File: src/rtl/buffer_pkg.sv
// Shared definitions for the packet buffer access arbiter.
//   - state_e      : arbiter FSM states
//   - requester_e  : which side owns the current buffer transfer
//   - size_to_bytes: decodes the AHB size field into a byte count
//   - DEFAULT_DEPTH / DEFAULT_OCC_W : default buffer capacity and occupancy width
package buffer_pkg;

  localparam int DEFAULT_DEPTH = 64;
  localparam int DEFAULT_OCC_W = 7;

  typedef enum logic [1:0] {
    IDLE  = 2'd0,
    XFER  = 2'd1,
    CLEAR = 2'd2
  } state_e;

  typedef enum logic {
    REQ_AHB = 1'b0,
    REQ_USB = 1'b1
  } requester_e;

  // Size field 3 is a 4-byte access, the same as size 2.
  function automatic logic [2:0] size_to_bytes(input logic [1:0] size);
    case (size)
      2'd0:    size_to_bytes = 3'd1;
      2'd1:    size_to_bytes = 3'd2;
      default: size_to_bytes = 3'd4;
    endcase
  endfunction

endpackage

File: src/rtl/occupancy_counter.sv
// Up/down/clear counter holding the number of bytes in the packet buffer.
// Ports:
//   clk, rst   : clock, asynchronous active-high reset
//   inc_i      : one byte stored this cycle
//   dec_i      : one byte removed this cycle
//   clr_i      : buffer flushed this cycle (wins over inc/dec)
//   count_o    : current occupancy
module occupancy_counter
  import buffer_pkg::*;
#(
  parameter int DEPTH = DEFAULT_DEPTH,
  parameter int OCC_W = DEFAULT_OCC_W
) (
  input  logic             clk,
  input  logic             rst,
  input  logic             inc_i,
  input  logic             dec_i,
  input  logic             clr_i,
  output logic [OCC_W-1:0] count_o
);

  logic [OCC_W-1:0] count_q;
  logic [OCC_W-1:0] count_d;

  // NOTE: the default assignment first means every path assigns count_d, so no latch is inferred.
  always_comb begin
    count_d = count_q;
    if (clr_i) begin
      count_d = '0;
    end else if (inc_i && !dec_i) begin
      count_d = count_q + 1'b1;
    end else if (dec_i && !inc_i) begin
      count_d = count_q - 1'b1;
    end
  end

  // NOTE: state registers use non-blocking assignments so every flop samples pre-edge values.
  always_ff @(posedge clk or posedge rst) begin
    if (rst) begin
      count_q <= '0;
    end else begin
      count_q <= count_d;
    end
  end

  assign count_o = count_q;

  // The arbiter's eligibility check must keep the count inside 0..DEPTH.
  a_no_overflow: assert property (@(posedge clk) disable iff (rst)
    !(inc_i && !dec_i && !clr_i && (count_q >= OCC_W'(DEPTH))));

  a_no_underflow: assert property (@(posedge clk) disable iff (rst)
    !(dec_i && !inc_i && !clr_i && (count_q == '0)));

endmodule

File: src/rtl/buffer_access_arbiter.sv
// Shares the single-port byte-wide packet buffer between the AHB side
// (1/2/4-byte stores and reads) and the USB side (single-byte stores and
// reads), one byte access per cycle, and services flush requests.
// Ports:
//   clk, rst                      : clock, asynchronous active-high reset
//   ahb_req/ahb_write/ahb_size    : AHB request, direction, size code
//   ahb_done                      : pulse on the last byte of an AHB request
//   usb_req/usb_write             : USB single-byte request and direction
//   usb_done                      : pulse on the USB byte access
//   clear_req / clear_done        : flush request and completion pulse
//   buf_wen / buf_ren             : buffer write / read strobes
//   buf_src                       : data mux select, 0 = AHB, 1 = USB
//   buf_lane                      : AHB byte lane of this access (0 for USB)
//   occupancy                     : bytes currently held
module buffer_access_arbiter
  import buffer_pkg::*;
#(
  parameter int DEPTH = DEFAULT_DEPTH,
  parameter int OCC_W = DEFAULT_OCC_W
) (
  input  logic             clk,
  input  logic             rst,
  input  logic             ahb_req,
  input  logic             ahb_write,
  input  logic [1:0]       ahb_size,
  output logic             ahb_done,
  input  logic             usb_req,
  input  logic             usb_write,
  output logic             usb_done,
  input  logic             clear_req,
  output logic             clear_done,
  output logic             buf_wen,
  output logic             buf_ren,
  output logic             buf_src,
  output logic [1:0]       buf_lane,
  output logic [OCC_W-1:0] occupancy
);

  localparam logic [OCC_W:0] DEPTH_X = (OCC_W+1)'(DEPTH);

  state_e     state_q, state_d;
  requester_e src_q, src_d;
  requester_e last_q, last_d;     // requester served most recently
  logic       write_q, write_d;
  logic [2:0] nbytes_q, nbytes_d;
  logic [1:0] cnt_q, cnt_d;

  logic [OCC_W:0] occ_x;
  logic [2:0]     ahb_n;
  logic           ahb_ok;
  logic           usb_ok;
  logic           grant_usb;
  logic           last_byte;
  logic           occ_inc;
  logic           occ_dec;
  logic           occ_clr;

  // One extra bit so occupancy + 4 cannot wrap in the space check.
  assign occ_x = {1'b0, occupancy};
  assign ahb_n = size_to_bytes(ahb_size);

  assign ahb_ok = ahb_req && (ahb_write ? ((occ_x + (OCC_W+1)'(ahb_n)) <= DEPTH_X)
                                        : (occ_x >= (OCC_W+1)'(ahb_n)));
  assign usb_ok = usb_req && (usb_write ? (occ_x < DEPTH_X) : (occ_x != '0));

  // On a tie the side that was not served last wins.
  assign grant_usb = usb_ok && (!ahb_ok || (last_q == REQ_AHB));

  assign last_byte = ({1'b0, cnt_q} == (nbytes_q - 3'd1));

  always_comb begin
    state_d    = state_q;
    src_d      = src_q;
    last_d     = last_q;
    write_d    = write_q;
    nbytes_d   = nbytes_q;
    cnt_d      = cnt_q;
    ahb_done   = 1'b0;
    usb_done   = 1'b0;
    clear_done = 1'b0;
    buf_wen    = 1'b0;
    buf_ren    = 1'b0;
    buf_src    = 1'b0;
    buf_lane   = 2'd0;
    occ_inc    = 1'b0;
    occ_dec    = 1'b0;
    occ_clr    = 1'b0;

    case (state_q)
      IDLE: begin
        if (clear_req) begin
          state_d = CLEAR;
        end else if (ahb_ok || usb_ok) begin
          // Direction and size are captured here; later changes on the
          // request lines do not affect the running transfer.
          state_d  = XFER;
          cnt_d    = 2'd0;
          src_d    = grant_usb ? REQ_USB : REQ_AHB;
          last_d   = grant_usb ? REQ_USB : REQ_AHB;
          write_d  = grant_usb ? usb_write : ahb_write;
          nbytes_d = grant_usb ? 3'd1 : ahb_n;
        end
      end

      XFER: begin
        buf_wen  = write_q;
        buf_ren  = !write_q;
        buf_src  = (src_q == REQ_USB);
        buf_lane = (src_q == REQ_AHB) ? cnt_q : 2'd0;
        occ_inc  = write_q;
        occ_dec  = !write_q;
        if (last_byte) begin
          ahb_done = (src_q == REQ_AHB);
          usb_done = (src_q == REQ_USB);
          state_d  = IDLE;
        end else begin
          cnt_d = cnt_q + 2'd1;
        end
      end

      CLEAR: begin
        clear_done = 1'b1;
        occ_clr    = 1'b1;
        state_d    = IDLE;
      end

      default: begin
        state_d = IDLE;
      end
    endcase
  end

  // Pointer resets to "USB served last" so AHB wins the first tie.
  always_ff @(posedge clk or posedge rst) begin
    if (rst) begin
      state_q  <= IDLE;
      src_q    <= REQ_AHB;
      last_q   <= REQ_USB;
      write_q  <= 1'b0;
      nbytes_q <= 3'd1;
      cnt_q    <= 2'd0;
    end else begin
      state_q  <= state_d;
      src_q    <= src_d;
      last_q   <= last_d;
      write_q  <= write_d;
      nbytes_q <= nbytes_d;
      cnt_q    <= cnt_d;
    end
  end

  occupancy_counter #(
    .DEPTH (DEPTH),
    .OCC_W (OCC_W)
  ) u_occupancy (
    .clk     (clk),
    .rst     (rst),
    .inc_i   (occ_inc),
    .dec_i   (occ_dec),
    .clr_i   (occ_clr),
    .count_o (occupancy)
  );

endmodule
File: config.mk
export PLATFORM = sky130hd
export DESIGN_NAME = buffer_access_arbiter
export DESIGN_NICKNAME = d
export VERILOG_FILES = /design/src/rtl/buffer_pkg.sv /design/src/rtl/occupancy_counter.sv /design/src/rtl/buffer_access_arbiter.sv
export SDC_FILE = /design/constraint.sdc
export NUM_CORES = 1
export LEC_CHECK = 0
export CAP_MARGIN = 20
export CORE_MARGIN = 5
export CORE_UTILIZATION = 37
export DETAILED_ROUTE_END_ITERATION = 16
export GPL_TIMING_DRIVEN = 0
export PLACE_DENSITY_LB_ADDON = 0.3
export SYNTH_ARGS = -nofsm -noshare
export SYNTH_HDL_FRONTEND = slang
export SYNTH_SLANG_ARGS = --single-unit
File: constraint.sdc
create_clock -name clk -period 3.3 [get_ports clk]
set_input_delay 0.33 -clock clk [delete_from_list [all_inputs] [get_ports clk]]
set_output_delay 0.33 -clock clk [all_outputs]
set_load 0.05 [all_outputs]
## Word level (Yosys, flattened, before mapping)

Index checks and enable logic that the tools add are counted.

| storage, ports and cells | value |
|---|---|
| register bits | 17 |
| bits in latches | 0 |
| memory bits (writable) | 0 |
| bits in read-only memories | 0 |
| bits of input ports | 9 |
| output and inout port bits | 15 |
| logic and storage cells | 73 |
| memories | 0 |

| operators by class | value |
|---|---|
| add/subtract/negate cells | 5 |
| $mul | 0 |
| div/mod/pow operators | 0 |
| order comparisons | 3 |
| equal/unequal tests | 9 |
| shifts and indexed selects | 0 |
| muxes and demuxes | 27 |
| bitwise gates (word level) | 3 |
| reductions and logical operators | 19 |

Operators with widths:

| kind | count |
|---|---|
| $mux 7 | 3 |
| $mux 2 | 8 |
| $mux 1 | 12 |
| $add 7x3->8 | 1 |
| $le 8x7->1 const B | 1 |
| $ne 2x2->1 const B | 4 |
| $pmux 2 s2 | 2 |
| $reduce_bool 8->1 | 1 |
| $add 7x1->7 const B | 1 |
| $ge 7x3->1 | 1 |
| $lt 7x7->1 const B | 1 |
| $sub 7x1->7 const B | 1 |
| $pmux 3 s2 | 1 |
| $logic_and 1x1->1 | 5 |
| $eq 2x1->1 const B | 2 |
| $logic_not 1->1 | 4 |
| $logic_not 2->1 | 2 |
| $reduce_and 4->1 | 1 |
| $eq 2x3->1 | 1 |
| $mux 3 | 1 |
| $ne 3x3->1 const B | 1 |
| $not 1->1 | 3 |
| $reduce_and 3->1 | 1 |
| $reduce_bool 3->1 | 1 |
| 6 further kinds | 7 |

## Depth between registers and ports, before layout

| depth | value |
|---|---|
| depth in word-level cells | 10 |
| gate-level depth with buffers | 11 |
| gate-level depth less buffers | 11 |

## Cells and area by module

A second synthesis with hierarchy kept.

| second synthesis, totals | value |
|---|---|
| cell total of the unflattened synthesis | 173 |
| area, all modules | 1521.5 sq um |

Modules (own cells, without submodules):

| module | instances | cells each | area each (sq um) | sequential area each (sq um) |
|---|---|---|---|---|
| buffer_access_arbiter | 1 | 107 | 947.2 | 252.7 |
| occupancy_counter | 1 | 66 | 574.3 | 175.2 |

## Least setup slack after synthesis

No wires, ideal clock.

| timing | value |
|---|---|
| path type | flip-flop to flip-flop |
| start | reg u_occupancy.count_q[0], in the netlist u_occupancy.count_o[0] |
| end | reg cnt_q[0] |
| setup time | 0.126 ns |
| arrival | 2.812 ns |
| data required time | 3.174 ns |
| setup slack | 0.362 ns |
| stages on the path, launching flop included | 9 |
| path buffers | 0 |
| clock period less this slack | 2.938 ns |
| cells stage by stage | dfrtp_1 -> inv_1 -> ha_1 -> or3b_2 -> a211o_1 -> o221a_1 -> o31a_4 -> o211a_1 -> a311o_1 |

| on the way | value |
|---|---|
| longest elaborated chain between the ends | 7 |
| elaborated cells between the ends (all ways) | 12 |
| those cells by class | add/sub: 1; order compare: 3; eq/ne: 1; mux: 2; reduce/logical: 5 |

Ends and longest elaborated chain:

| what | RTL line | RTL |
|---|---|---|
| from (decl) | occupancy_counter.sv:22 | `logic [OCC_W-1:0] count_q;` |
| from (signal assigned) | occupancy_counter.sv:42 | `count_q <= count_d;` |
| $add 7x3->8 | buffer_access_arbiter.sv:62 | `assign ahb_ok = ahb_req && (ahb_write ? ((occ_x + (OCC_W+1)'(ahb_n)) <= DEPTH_X)` |
| $le 8x7->1 | buffer_access_arbiter.sv:62 |  |
| $mux 1 | buffer_access_arbiter.sv:62 |  |
| $logic_and 1x1->1 | buffer_access_arbiter.sv:62 |  |
| $logic_or 1x1->1 * | buffer_access_arbiter.sv:93 | `end else if (ahb_ok \|\| usb_ok) begin` |
| $ne 2x2->1 (no line) * | n/a |  |
| $reduce_and 4->1 (no line) * | n/a |  |
| to (signal assigned) | buffer_access_arbiter.sv:148 | `cnt_q <= cnt_d;` |
| to (decl) | buffer_access_arbiter.sv:46 | `logic [1:0] cnt_q, cnt_d;` |

Mark *: on every way between the ends. The rest lies on a longest branch, timed or not.
A chain may end at the register's enable or synchronous reset.

## Final worst setup path

| timing | value |
|---|---|
| start | in ahb_size[1] |
| end | reg cnt_q[0] |

| on the way | value |
|---|---|
| longest elaborated chain between the ends | 9 |
| elaborated cells between the ends (all ways) | 11 |
| those cells by class | add/sub: 1; order compare: 2; eq/ne: 2; mux: 2; reduce/logical: 4 |

Ends and longest elaborated chain:

| what | RTL line | RTL |
|---|---|---|
| from (decl) | buffer_access_arbiter.sv:25 | `input logic [1:0] ahb_size,` |
| $eq 2x1->1 or $logic_not 2->1 (tied branches) | buffer_pkg.sv:24 | `case (size)` |
| $pmux 3 s2 * | buffer_pkg.sv:24 |  |
| $add 7x3->8 | buffer_access_arbiter.sv:62 |  |
| $le 8x7->1 | buffer_access_arbiter.sv:62 |  |
| $mux 1 * | buffer_access_arbiter.sv:62 |  |
| $logic_and 1x1->1 * | buffer_access_arbiter.sv:62 |  |
| $logic_or 1x1->1 * | buffer_access_arbiter.sv:93 |  |
| $ne 2x2->1 (no line) * | n/a |  |
| $reduce_and 4->1 (no line) * | n/a |  |

Marked as above.

==> flow_metrics.env <==
export IMPL_drc=0
export IMPL_status="complete, no violations"
export IMPL_dieHeight_um=74.39
export IMPL_die_area_um2=5534
export IMPL_numCtsBuffers=3
export IMPL_synth_cell_types=57
export IMPL_fp_row_count=23
export IMPL_r2r_setup_slack_ns=0.55
export IMPL_switching_share_pct=50.85
export IMPL_drv_cap=0
export IMPL_synth_ff_latch_count=17
export IMPL_ys_warn_count=0
export IMPL_fin_skew_ns=0.002851
export IMPL_start_util_pct=38.35
export IMPL_wl_mm=3.500
export IMPL_holdBufCountCts=0
export IMPL_dp_hpwl_mm=2.742
export IMPL_finalSetupTns_ns=0
export IMPL_postCtsSetupRepairBufs=0
export IMPL_via_count=1333
export IMPL_worstPathRequired_ns=3.45
export IMPL_antenna_found_initial=0
export IMPL_start_kind="input pin"
export IMPL_drt_iter0_drc=74
export IMPL_coreArea_um2=4000
export IMPL_routedWlPerCell_um=14.17
export IMPL_hold_class="in -> async"
export IMPL_drive_gt1_share_pct=7.107
export IMPL_arrival_ns=3.21
export IMPL_p_leak_nw=0.8341
export IMPL_p_int_mw=0.9681
export IMPL_synth_edf_count=0
export IMPL_p_comb_share_pct=69.2
export IMPL_ant_nets=0
export IMPL_hold_viol=0
export IMPL_area_delta_synth_final_pct=22.02
export IMPL_avgSynthCellArea_um2=9.023
export IMPL_yosysMostFrequentCell="inv_1"
export IMPL_post_place_ws_ns=-0.02968
export IMPL_worstSetupEndpointType="register"
export IMPL_ff2ff_path_depth=8
export IMPL_synth_top_area_share_pct=24.47
export IMPL_switching_power_mw=1.002
export IMPL_cts_tree="built"
export IMPL_io_pins=24
export IMPL_r2r_start="u_occupancy.count_o[0]"
export IMPL_track_usage_pct=13.62
export IMPL_p_seq_share_pct=22.4
export IMPL_post_route_period_util_pct=92.92
export IMPL_nets=224
export IMPL_place_area_um2=1827
export IMPL_die_width_um=74.39
export IMPL_syn_area_um2=1534
export IMPL_clkPwrFrac_pct=8.3
export IMPL_ys_flop_type="dfrtp_1"
export IMPL_grt_pass1_vias=1290
export IMPL_place_inst=243
export IMPL_yosysSeqAreaShare_pct=27.90
export IMPL_stdcell_count=247
export IMPL_worstSkewPairLatency_ns=0.26
export IMPL_dr_pass1_iters=4
export IMPL_n_antenna_cell=0
export IMPL_worst_slew_pin_slew_ns=0.6587
export IMPL_critical_path_max_fanout=7
export IMPL_via_per_inst=5.397
export IMPL_setup_ws_ns=0.2336
export IMPL_synth_top_cells_by_count="17 x inv_1, 15 x dfrtp_1, 15 x ha_1, 13 x nor2_1, 8 x nand2_1"
export IMPL_cts_resized=0
export IMPL_clkSinkCount=17
export IMPL_ir_worst_vdd_mv=0.5108
export IMPL_h_tree_depth=1
export IMPL_max_slew_margin_pct=56.04
export IMPL_cts_root_buf="clkbuf_8"
export IMPL_synth_top_cell_by_area="dfrtp_1"
export IMPL_cts_max_path_buffers=2
export IMPL_crit_type="in -> reg"
export IMPL_gp_congestion=0.7740
export IMPL_grt_overflow_total=0
export IMPL_io_buffers=23
export IMPL_ys_top_cells_by_area="dfrtp_1 24%, ha_1 12%, inv_1 4.2%"
export IMPL_syn_nets=196
export IMPL_max_freq_mhz=326.1
export IMPL_finalCriticalPeriod_ns=3.066
export IMPL_powerDensity_nw_per_um2=1052
export IMPL_grt_pass1_wl_mm=5.837
export IMPL_grt_setup_unrepaired="false"
export IMPL_synth_async_reset_ratio_pct=100.0
export IMPL_postSynthCellCount=170
export IMPL_design_area_um2=1872
export IMPL_grt_max_degree=18
export IMPL_r2r_end="cnt_q[0]"
export IMPL_clk_pin_slew_ns=0.07
export IMPL_maxSlewViolCount=0
export IMPL_setup_viol=0
-- power by group through the flow --
stage / registers (mW) / logic (mW) / clock network (mW)
global route: 0.464 / 1.50 / 0.176
CTS: 0.443 / 1.37 / 0.168
global placement: 0.446 / 1.36 / 0
detailed placement: 0.447 / 1.37 / 0
finish: 0.442 / 1.36 / 0.164
floorplan: 0.550 / 0.926 / 0
-- worst max path at each step --
| stage | cells after the start | endpoint | start |
|---|---|---|---|
| finish | 10 | cnt_q[0] | ahb_size[1] |
| floorplan | 8 | cnt_q[0] | u_occupancy.count_o[0] |
| detailed placement | 10 | cnt_q[0] | ahb_size[1] |
| global placement | 10 | cnt_q[0] | ahb_size[1] |
| CTS | 10 | cnt_q[0] | ahb_size[1] |
| global route | 9 | cnt_q[0] | ahb_size[1] |
-- per-stage QoR --
step	total power [mW]	hold WS, ns	util, %
detailed placement	1.815	0.5000	45.67
global route	2.143	0.5489	46.79
CTS	1.985	0.4944	46.79
global placement	1.802	0.4987	45.67
floorplan	1.476	0.2546	-
finish	1.970	0.4580	46.79
-- worst max-delay path, stage by stage --
cell	delay [ns]
clkdlybuf4s50_1	0.47
or2_2	0.33
inv_1	0.09
ha_1	0.25
or3b_2	0.49
a211o_1	0.28
o221a_1	0.28
o31a_4	0.15
o211a_1	0.21
a311o_1	0.31
-- registers in the layout (all words and copies together) (netlist names) --
name	cells
cnt_q	2
u_occupancy.count_o	7
src_q	1
state_q	2
nbytes_q	3
last_q	1
write_q	1
-- cells by family after synthesis --
kind of cell / after synthesis / share of synthesized area (%)
AND/OR/NAND/NOR: 58 / 21.05
AO/OA/AOI/OAI: 49 / 25.86
buffers and inverters: 20 / 4.975
adder cells (fa/ha/maj): 17 / 14.85
flip-flops: 17 / 27.90
XOR/XNOR: 6 / 3.426
multiplexers: 3 / 1.958
-- final cells by class --
| class | instances | area, µm² |
|---|---|---|
| buffer | 3 | 12.51 |
| timing repair buffer | 23 | 230.2 |
| tap | 50 | 62.56 |
| inverter | 17 | 63.81 |
| multi-input combinational | 133 | 1030 |
| fill | 394 | 2128 |
| clock buffer | 4 | 45.04 |
| sequential | 17 | 427.9 |
-- layer usage --
| metal | wire length, µm | global-route usage [%] | share of wire, % |
|---|---|---|---|
| met3 | 100 | 1.622 | 2.9 |
| met2 | 1579 | 22.15 | 45 |
| met4 | 58 | 5.336 | 1.7 |
| met1 | 1762 | 18.41 | 50 |
| met5 | 0 | 0 | 0 |
-- placed cells by master, fill, tap and decap left out, drive strengths merged, types with 2 or more instances in the layout --
cell	n
o21ai	5
a21oi	3
nand3	3
and3b	2
nand2b	6
a31oi	3
xnor2	2
o2bb2ai	3
o221a	2
nor2	13
o21a	5
or4	2
xor2	4
a211oi	2
ha	15
o31ai	2
o32ai	2
clkdlybuf4s50	23
mux2i	3
dfrtp	15
inv	17
a22o	2
nor2b	7
a22oi	2
nor3b	3
nor3	3
fa	2
nand2	8
o22ai	2
clkbuf	6
and2	2
dfstp	2
or3	3
o211ai	3
(Power assumes the default switching activity.)
